<file path="src/rtl/matrix_stream_tx_pkg.sv">
`default_nettype none
// ============================================================================
//  Module      : matrix_pkg
//  Description : Shared definitions for the matrix transmit/transpose path:
//                default geometry, element indexing, complex conjugate helper
//                and the streamer state encoding.
//  Revision    : 1.0 - initial release
// ============================================================================
package matrix_pkg;

    localparam int MATRIX_SIZE       = 4;
    localparam int MATRIX_DATA_WIDTH = 32;
    localparam int MATRIX_COUNT      = MATRIX_SIZE * MATRIX_SIZE;
    localparam int MATRIX_AW         = $clog2(MATRIX_COUNT);
    localparam int MATRIX_HALF       = MATRIX_DATA_WIDTH / 2;

    typedef enum logic [0:0] {
        ST_IDLE   = 1'b0,
        ST_STREAM = 1'b1
    } tx_state_t;

    // Row-major element address.
    function automatic logic [MATRIX_AW-1:0] elem_index(input int unsigned row,
                                                         input int unsigned col);
        int unsigned idx;
        idx = row * MATRIX_SIZE + col;
        return idx[MATRIX_AW-1:0];
    endfunction

    // Complex conjugate {-(imag), real}; negation wraps, so the most negative
    // imaginary value maps to itself.
    function automatic logic [MATRIX_DATA_WIDTH-1:0] conj(input logic [MATRIX_DATA_WIDTH-1:0] elem);
        logic [MATRIX_HALF-1:0] imag_neg;
        imag_neg = ~elem[MATRIX_DATA_WIDTH-1:MATRIX_HALF] + {{(MATRIX_HALF-1){1'b0}}, 1'b1};
        return {imag_neg, elem[MATRIX_HALF-1:0]};
    endfunction

endpackage
`default_nettype wire

</file>
<file path="src/rtl/matrix_stream_tx_bank.sv">
`default_nettype none
// ============================================================================
//  Module      : matrix_bank
//  Description : One matrix buffer: simple dual-port synchronous RAM, one write
//                port and one read port with a single cycle of read latency.
//                The read output holds its value while i_rd_en is low.
//  Revision    : 1.0 - initial release
// ============================================================================
module matrix_bank
    import matrix_pkg::*;
#(
    parameter int DEPTH      = MATRIX_COUNT,
    parameter int DATA_WIDTH = MATRIX_DATA_WIDTH,
    parameter int AW         = MATRIX_AW
) (
    input  logic                  clk,
    input  logic                  i_wr_en,
    input  logic [AW-1:0]         i_wr_addr,
    input  logic [DATA_WIDTH-1:0] i_wr_data,
    input  logic                  i_rd_en,
    input  logic [AW-1:0]         i_rd_addr,
    output logic [DATA_WIDTH-1:0] o_rd_data
);

    logic [DATA_WIDTH-1:0] r_mem [DEPTH];

    // Host write port; contents are deliberately not reset.
    always_ff @(posedge clk) begin
        if (i_wr_en) begin
            r_mem[i_wr_addr] <= i_wr_data;
        end
    end

    // Registered read; holding the output lets the streamer stall without re-reading.
    always_ff @(posedge clk) begin
        if (i_rd_en) begin
            o_rd_data <= r_mem[i_rd_addr];
        end
    end

endmodule
`default_nettype wire

</file>
<file path="src/rtl/matrix_stream_tx.sv">
`default_nettype none
// ============================================================================
//  Module      : matrix_stream_tx
//  Description : Double-buffered matrix source. The host fills one bank by
//                element address and commits it; the other bank streams
//                row-major as AXI-Stream with tlast on the final element.
//                Define MATRIX_TX_CONJ_EN to send the complex conjugate of
//                every element instead of the stored value.
//                Pipeline: issue (address) -> RAM read stage -> output register.
//                SIZE must be at least 2 so a bank is always fully drained
//                before the issue pointer can wrap back onto it.
//  Revision    : 1.0 - initial release
// ============================================================================
module matrix_stream_tx
    import matrix_pkg::*;
#(
    parameter  int SIZE       = MATRIX_SIZE,
    parameter  int DATA_WIDTH = MATRIX_DATA_WIDTH,
    localparam int COUNT      = SIZE * SIZE,
    localparam int AW         = $clog2(COUNT)
) (
    input  logic                  clk,
    input  logic                  rst,
    input  logic                  i_wr_en,
    input  logic [AW-1:0]         i_wr_addr,
    input  logic [DATA_WIDTH-1:0] i_wr_data,
    input  logic                  i_wr_commit,
    output logic                  o_wr_bank_free,
    output logic [DATA_WIDTH-1:0] o_out_tdata,
    output logic                  o_out_tvalid,
    input  logic                  i_out_tready,
    output logic                  o_out_tlast,
    output logic                  o_busy
);

    localparam logic [AW-1:0] c_last_idx = AW'(COUNT - 1);

    logic [1:0]            r_full;
    logic                  r_wb;
    logic                  r_rb;
    logic                  r_ib;
    logic [AW-1:0]         r_cnt;
    tx_state_t             r_state;
    logic                  r_s1_valid;
    logic                  r_s1_last;
    logic                  r_s1_bank;

    logic                  w_wr_en;
    logic                  w_commit;
    logic                  w_hs_last;
    logic                  w_s2_load;
    logic                  w_s1_free;
    logic                  w_issue;
    logic                  w_issue_last;
    logic [DATA_WIDTH-1:0] w_rd_data [2];
    logic [DATA_WIDTH-1:0] w_s1_data;
    logic [DATA_WIDTH-1:0] w_out_elem;

    assign o_wr_bank_free = ~r_full[r_wb];
    assign o_busy         = r_full[0] | r_full[1] | o_out_tvalid;

    assign w_wr_en      = i_wr_en & o_wr_bank_free;
    assign w_commit     = i_wr_commit & o_wr_bank_free;
    assign w_hs_last    = o_out_tvalid & i_out_tready & o_out_tlast;
    assign w_s2_load    = r_s1_valid & (~o_out_tvalid | i_out_tready);
    assign w_s1_free    = ~r_s1_valid | w_s2_load;
    assign w_issue      = w_s1_free & ((r_state == ST_STREAM) | r_full[r_ib]);
    assign w_issue_last = w_issue & (r_cnt == c_last_idx);
    assign w_s1_data    = r_s1_bank ? w_rd_data[1] : w_rd_data[0];

`ifdef MATRIX_TX_CONJ_EN
    localparam int HALF = DATA_WIDTH / 2;
    logic [HALF-1:0] w_imag_neg;
    assign w_imag_neg = ~w_s1_data[DATA_WIDTH-1:HALF] + {{(HALF-1){1'b0}}, 1'b1};
    assign w_out_elem = {w_imag_neg, w_s1_data[HALF-1:0]};
`else
    assign w_out_elem = w_s1_data;
`endif

    for (genvar g = 0; g < 2; g++) begin : g_bank
        matrix_bank #(
            .DEPTH      (COUNT),
            .DATA_WIDTH (DATA_WIDTH),
            .AW         (AW)
        ) u_bank (
            .clk       (clk),
            .i_wr_en   (w_wr_en & (r_wb == 1'(g))),
            .i_wr_addr (i_wr_addr),
            .i_wr_data (i_wr_data),
            .i_rd_en   (w_issue & (r_ib == 1'(g))),
            .i_rd_addr (r_cnt),
            .o_rd_data (w_rd_data[g])
        );
    end

    // Bank ownership: commit hands the write bank over, the tlast handshake
    // returns the read bank. They always address different banks.
    always_ff @(posedge clk) begin
        if (rst) begin
            r_full <= 2'b00;
            r_wb   <= 1'b0;
            r_rb   <= 1'b0;
        end else begin
            if (w_commit) begin
                r_full[r_wb] <= 1'b1;
                r_wb         <= ~r_wb;
            end
            if (w_hs_last) begin
                r_full[r_rb] <= 1'b0;
                r_rb         <= ~r_rb;
            end
        end
    end

    // Issue FSM: walks the address counter through a full bank, then moves
    // straight on to the other bank if it is already committed.
    always_ff @(posedge clk) begin
        if (rst) begin
            r_state <= ST_IDLE;
            r_ib    <= 1'b0;
            r_cnt   <= '0;
        end else if (w_issue) begin
            if (w_issue_last) begin
                r_cnt   <= '0;
                r_ib    <= ~r_ib;
                r_state <= r_full[~r_ib] ? ST_STREAM : ST_IDLE;
            end else begin
                r_cnt   <= r_cnt + 1'b1;
                r_state <= ST_STREAM;
            end
        end
    end

    // RAM read stage bookkeeping: tracks which bank and beat the RAM output holds.
    always_ff @(posedge clk) begin
        if (rst) begin
            r_s1_valid <= 1'b0;
            r_s1_last  <= 1'b0;
            r_s1_bank  <= 1'b0;
        end else if (w_issue) begin
            r_s1_valid <= 1'b1;
            r_s1_last  <= (r_cnt == c_last_idx);
            r_s1_bank  <= r_ib;
        end else if (w_s2_load) begin
            r_s1_valid <= 1'b0;
        end
    end

    // AXI-Stream output register; only advances when empty or accepted.
    always_ff @(posedge clk) begin
        if (rst) begin
            o_out_tvalid <= 1'b0;
            o_out_tlast  <= 1'b0;
            o_out_tdata  <= '0;
        end else if (~o_out_tvalid | i_out_tready) begin
            o_out_tvalid <= r_s1_valid;
            o_out_tlast  <= r_s1_valid & r_s1_last;
            if (r_s1_valid) begin
                o_out_tdata <= w_out_elem;
            end
        end
    end

endmodule
`default_nettype wire

</file>
<file path="config.mk">
export PLATFORM = sky130hd
export DESIGN_NAME = matrix_stream_tx
export DESIGN_NICKNAME = d
export VERILOG_FILES = /design/src/rtl/matrix_stream_tx_pkg.sv /design/src/rtl/matrix_stream_tx_bank.sv /design/src/rtl/matrix_stream_tx.sv
export SDC_FILE = /design/constraint.sdc
export NUM_CORES = 1
export LEC_CHECK = 0
export CELL_PAD_IN_SITES_DETAIL_PLACEMENT = 1
export CELL_PAD_IN_SITES_GLOBAL_PLACEMENT = 1
export CORE_ASPECT_RATIO = 0.7
export CORE_MARGIN = 1
export CORE_UTILIZATION = 45
export DETAILED_ROUTE_END_ITERATION = 16
export GPL_ROUTABILITY_DRIVEN = 0
export PLACE_DENSITY_LB_ADDON = 0.1
export SLEW_MARGIN = 20
export SYNTH_ARGS = -nofsm -noshare
export SYNTH_HDL_FRONTEND = slang
export SYNTH_SLANG_ARGS = --single-unit
export TNS_END_PERCENT = 5
</file>
<file path="constraint.sdc">
create_clock -name clk -period 3 [get_ports clk]
set_input_delay 0.45 -clock clk [delete_from_list [all_inputs] [get_ports clk]]
set_output_delay 0.45 -clock clk [all_outputs]
set_load 0.02 [all_outputs]
</file>
Word-level counts from Yosys, hierarchy flattened

Memory sizes are Yosys's and may differ from the RTL's. A register that Yosys moved wholly into a read port is not among the register bits.
Index checks and enable logic that the tools add are counted.

Multiplexer cells: 23
Add/subtract/negate cells: 1
Reduce and logical (&&, ||, !) cells: 5
Order comparisons: 6
Bitwise gates (word level): 26
Equal/unequal tests: 1

Operators with widths:

| kind                | count |
|---|---|
| $mux 32             | 1 |
| $mux 1              | 16 |
| $and 1x1->1         | 12 |
| $lt 1x2->1 const B  | 4 |
| $mux 2              | 3 |
| $not 1->1           | 6 |
| $or 1x1->1          | 5 |
| $add 4x1->4 const B | 1 |
| $eq 4x4->1 const B  | 1 |
| $mux 4              | 1 |
| $reduce_and 2->1    | 2 |
| $and 2x2->2         | 1 |
| $demux 1 s1         | 2 |
| $ge 1x1->1 const B  | 2 |
| $logic_and 1x1->1   | 2 |
| $not 2->2           | 1 |
| $or 2x2->2          | 1 |
| $reduce_bool 2->1   | 1 |

Bits of input ports: 41
Logic and storage cells: 76
Memories: 2
Register bits: 47
Bits in writable memories: 1,024

Memories:

| memory                 | words | bits a word | read ports | clocked after Yosys merged registers in | write ports | line                        | RTL |
|---|---|---|---|---|---|---|---|
| g_bank[0].u_bank.r_mem | 16    | 32          | 1          | 1                                       | 1           | matrix_stream_tx_bank.sv:25 | `logic [DATA_WIDTH-1:0] r_mem [DEPTH];` |
| g_bank[1].u_bank.r_mem | 16    | 32          | 1          | 1                                       | 1           | matrix_stream_tx_bank.sv:25 |  |

Longest topological paths before layout

Depth in word-level cells: 9
Gate-level depth with buffers: 6

Hierarchy

A second synthesis with hierarchy kept.

Cell total of the unflattened synthesis: 1,893
Area total of the unflattened synthesis: 42,423.2 um^2

By module, submodules not included:

| module                         | area each (um^2) | cells each | instances |
|---|---|---|---|
| matrix_bank (g_bank[1].u_bank) | 20,174.3         | 838        | 1 |
| matrix_bank (g_bank[0].u_bank) | 20,155.6         | 838        | 1 |
| matrix_stream_tx               | 2,093.3          | 217        | 1 |

Worst setup path before layout

No wires, ideal clock.

Kind: in2reg
From: input port i_wr_addr[1]
To: memory g_bank[1].u_bank.r_mem[12][0] in the netlist's numbering, enable pin
Path slack: 294 ps
Data arrival time: 2,285 ps
Library setup time: 421 ps
Cell stages on the path: 3
Data required time: 2,579 ps
Path through: or2_2 > clkbuf_1 > nor2_1

RTL lines:

| element         | line                        | RTL |
|---|---|---|
| start, declared | matrix_stream_tx.sv:25      | `input logic [AW-1:0] i_wr_addr,` |
| end, declared   | matrix_stream_tx_bank.sv:25 |  |

Straight into the memory's write port.

Final worst setup path

From: register r_full[0]
To: output port o_busy

Cells in the longest elaborated chain, start to end: 2

Ends and longest elaborated chain:

| element                         | line                    | RTL |
|---|---|---|
| start, declared                 | matrix_stream_tx.sv:38  | `logic [1:0] r_full;` |
| start signal, assigned          | matrix_stream_tx.sv:100 | `r_full <= 2'b00;` |
| start signal, assigned by index | matrix_stream_tx.sv:105 | `r_full[r_wb] <= 1'b1;` |
| start signal, assigned by index | matrix_stream_tx.sv:109 | `r_full[r_rb] <= 1'b0;` |
| $or 1x1->1 (2 in series)        | matrix_stream_tx.sv:60  | `assign o_busy = r_full[0] \| r_full[1] \| o_out_tvalid;` |
| end, declared                   | matrix_stream_tx.sv:33  | `output logic o_busy` |

Every way passes these cells.

==> summary.md <==
| Metric | Value |
|---|---|
| Status | finished, final reports clean |
| Register area | 33620 um^2 |
| DR DRC count | 0 |
| Final Setup Violations | 0 |
| GRT met2 Usage | 33.12% |
| P per Cell Area | 681.4 nW/um^2 |
| Avg Inst Size Synth | 22.35 um^2 |
| N_diodes | 0 |
| Worst slack, placed | 0.3473 ns |
| Routing usage on met1 | 34.15% |
| Final hold viol count | 0 |
| Final worst path period share | 80.78% |
| Die area | 95370 um^2 |
| Fin Clk Skew | 0.01768 ns |
| Footprint of the multi-input gates | 8488 um^2 |
| Initial antenna violation count | 1 |
| GRT Max-Usage Layer | met1 |
| Largest net degree at the start of global routing | 65 |
| Yosys warning total | 0 |
| CTS tree | done |
| H-tree depth | 3 |
| Die width | 368.7 um |
| Most common cell after layout, fill and taps aside | edfxtp_1 |
| Peak VDD IR | 0.0005634 V |
| Critical path fanouts, max | 8 |
| Library cells used by synthesis | 39 |
| CP cell instances | or3_1 -> clkdlybuf4s50_1 |
| Detailed Route WL | 103800 um |
| Postcts setup bufs | 0 |
| GRT Total Usage | 22.16% |
| Critical Setup Path Class | flip-flop to primary output |
| TritonCTS Sinks | 1135 |
| PostCTS Resize Cnt | 0 |
| Register area share after synthesis | 79.36% |
| Num rows | 93 |
| Fin. max-slew vios | 0 |
| Num ports | 77 |
| CTS clk-pin slew, worst paths | 0.06 ns |
| DR pass1 iterations | 5 |
| IO buf count | 76 |
| Post-synth top area cell | edfxtp_1 |
| Clk_lat worst skew | 0.70 ns |
| RSZ-0062 raised after global routing | false |
| GR Util met3 | 4.076% |
| Initial drt markers | 1914 |
| Area Overhead vs Synth | 16.69% |
| CP max stage delay | 0.54 ns |
| Final HPWL from detailed placement | 59850 um |
| Min cycle time layout | 2.424 ns |
| Clock Tree Root | clkbuf_16 |
| FMAX | 0.4126 GHz |
| WL per Instance | 30.36 um |
| Synth top area cells | edfxtp_1, mux4_2, a22oi_1, dfxtp_1, mux2i_1 |
| Ratio of cells with drive above 1 in the final layout | 26.19% |
| Vias in the first global route | 20680 |
| Vias | 19920 |
| CP required | 2.55 ns |
| Clock Tree Buf Depth | 3 |
| Gr ovfl total | 0 |
| Worst path arrival time | 1.97 ns |
| Synthesized flop and latch total | 1135 |
| CTS buffer count | 107 |
| Worst path slowest cell | clkdlybuf4s50_1 |
| Detail Route Antenna Nets | 0 |
| Final hold slack | 0.3341 ns |
| Setup TNS | 0 ns |
| Synth Cell Area | 42360 um^2 |
| Worst-Margin Slew | 0.9369 ns |
| First-pass GRT wire length | 149700 um |
| CP Capture Type | primary output |
| Most frequent cells in the layout | edfxtp_1, mux4_2, a22oi_1 |
| Hold Buf Count CTS | 0 |
| Worst min path class | input port to flip-flop |
| Rel. slew slack | 36.88% |
| Final worst setup slack | 0.5765 ns |
| Yosys top cell area share | 77.14% |
| Initial core utilization | 45.73% |
| Fillers | 7975 |
| Setup crit start kind | flip-flop |
| Die Ht | 258.7 um |
| Family with the most delay on the worst path | buffers and inverters |
| Nets | 2135 |
| Pleak | 15.08 nW |
| WP buf/inv | 1 |
| Post-Synthesis Cells | 1895 |
| Net Count, Synth | 1937 |
| CORE AREA | 92620 um^2 |
| MaxCap Viol Count | 0 |
| Routed vias/inst | 5.825 |
-- cell families after synthesis --
| logic type | share of synthesized area, % |
|---|---|
| AO/OA/AOI/OAI | 3.173 |
| XOR/XNOR | 0.06205 |
| adder cells (fa/ha/maj) | 0.02954 |
| buffers and inverters | 1.267 |
| flip-flops | 79.36 |
| multiplexers | 14.44 |
| AND/OR/NAND/NOR | 1.669 |
-- final timing paths --
kind	from	end	slack, ns	cells after the start
worst max register to register	r_cnt[0]	g_bank[0].u_bank.o_rd_data[13]	0.67	5
worst min register to register	o_out_tlast	o_out_tlast	0.50	2
worst min-delay path	rst	r_cnt[2]	0.33	2
worst max-delay path	r_full[0]	o_busy	0.58	2
-- state kept, by name, indices dropped and copies added, names as in the netlist --
signal	flops
g_bank.u_bank.r_mem	1024
g_bank.u_bank.o_rd_data	64
o_out_tdata	32
r_cnt	4
r_full	2
o_out_tlast	1
o_out_tvalid	1
r_ib	1
r_rb	1
r_s1_bank	1
r_s1_last	1
r_s1_valid	1
r_state	1
r_wb	1
-- layer usage --
layer	wire (um)	vias up
met5	18	-
met4	1769	2
met3	6609	121
met2	47130	643
met1	48270	10750
li1	-	8406
-- worst reg2reg max path: stages (launching register included) --
cell and delay [ns]:
dfxtp_4 0.40, buf_12 0.24, buf_4 0.30, mux4_2 0.56, a22oi_1 0.47, nand2_1 0.12
-- synth_stat cells --
library cell	number
nor3b_1	1
o21a_1	1
a21o_1	1
or3_1	1
a221oi_1	1
buf_6	9
nand2b_1	4
clkbuf_1	43
buf_1	20
buf_4	7
nand3_1	2
o211ai_1	1
a41oi_1	1
a211oi_1	35
dfxtp_1	47
mux4_2	256
mux2i_1	34
nor2b_1	3
nand3b_1	1
or2_2	1
nand4_1	2
and3_1	1
inv_1	3
nor2_1	78
ha_1	1
o2111ai_1	1
xor2_1	1
and2_1	2
a311oi_1	1
buf_2	27
a22oi_1	128
xnor2_1	2
o221ai_1	2
nand2_1	78
and3b_1	1
a21oi_1	8
edfxtp_1	1088
mux2_2	1
o21ai_0	1
-- stage by stage --
stage	total power, W	cells	instance area [um^2]	util, %
after floorplan	0.01950	1895	42360	-
after global routing	0.03470	3419	49420	53.36
after global placement	0.02053	3219	45950	49.61
final	0.03368	3419	49420	53.36
after detailed placement	0.02058	3219	45950	49.61
after CTS	0.03405	3419	49420	53.36
-- power by group --
group / total (W) / switching [W] / internal [W]
Combinational: 0.00249 / 0.00140 / 0.00110
Clock: 0.0135 / 0.00580 / 0.00768
Sequential: 0.0177 / 0.000105 / 0.0176
-- area by class of cell --
type / count / share of cell area, %
Clock buffer: 145 / 5.997
Clock inverter: 55 / 1.035
Inverter: 3 / 0.02278
Multi-Input combinational cell: 651 / 17.17
Sequential cell: 1135 / 68.03
Tap cell: 1235 / 3.126
Timing Repair Buffer: 195 / 4.618
(Power assumes the default switching activity.)
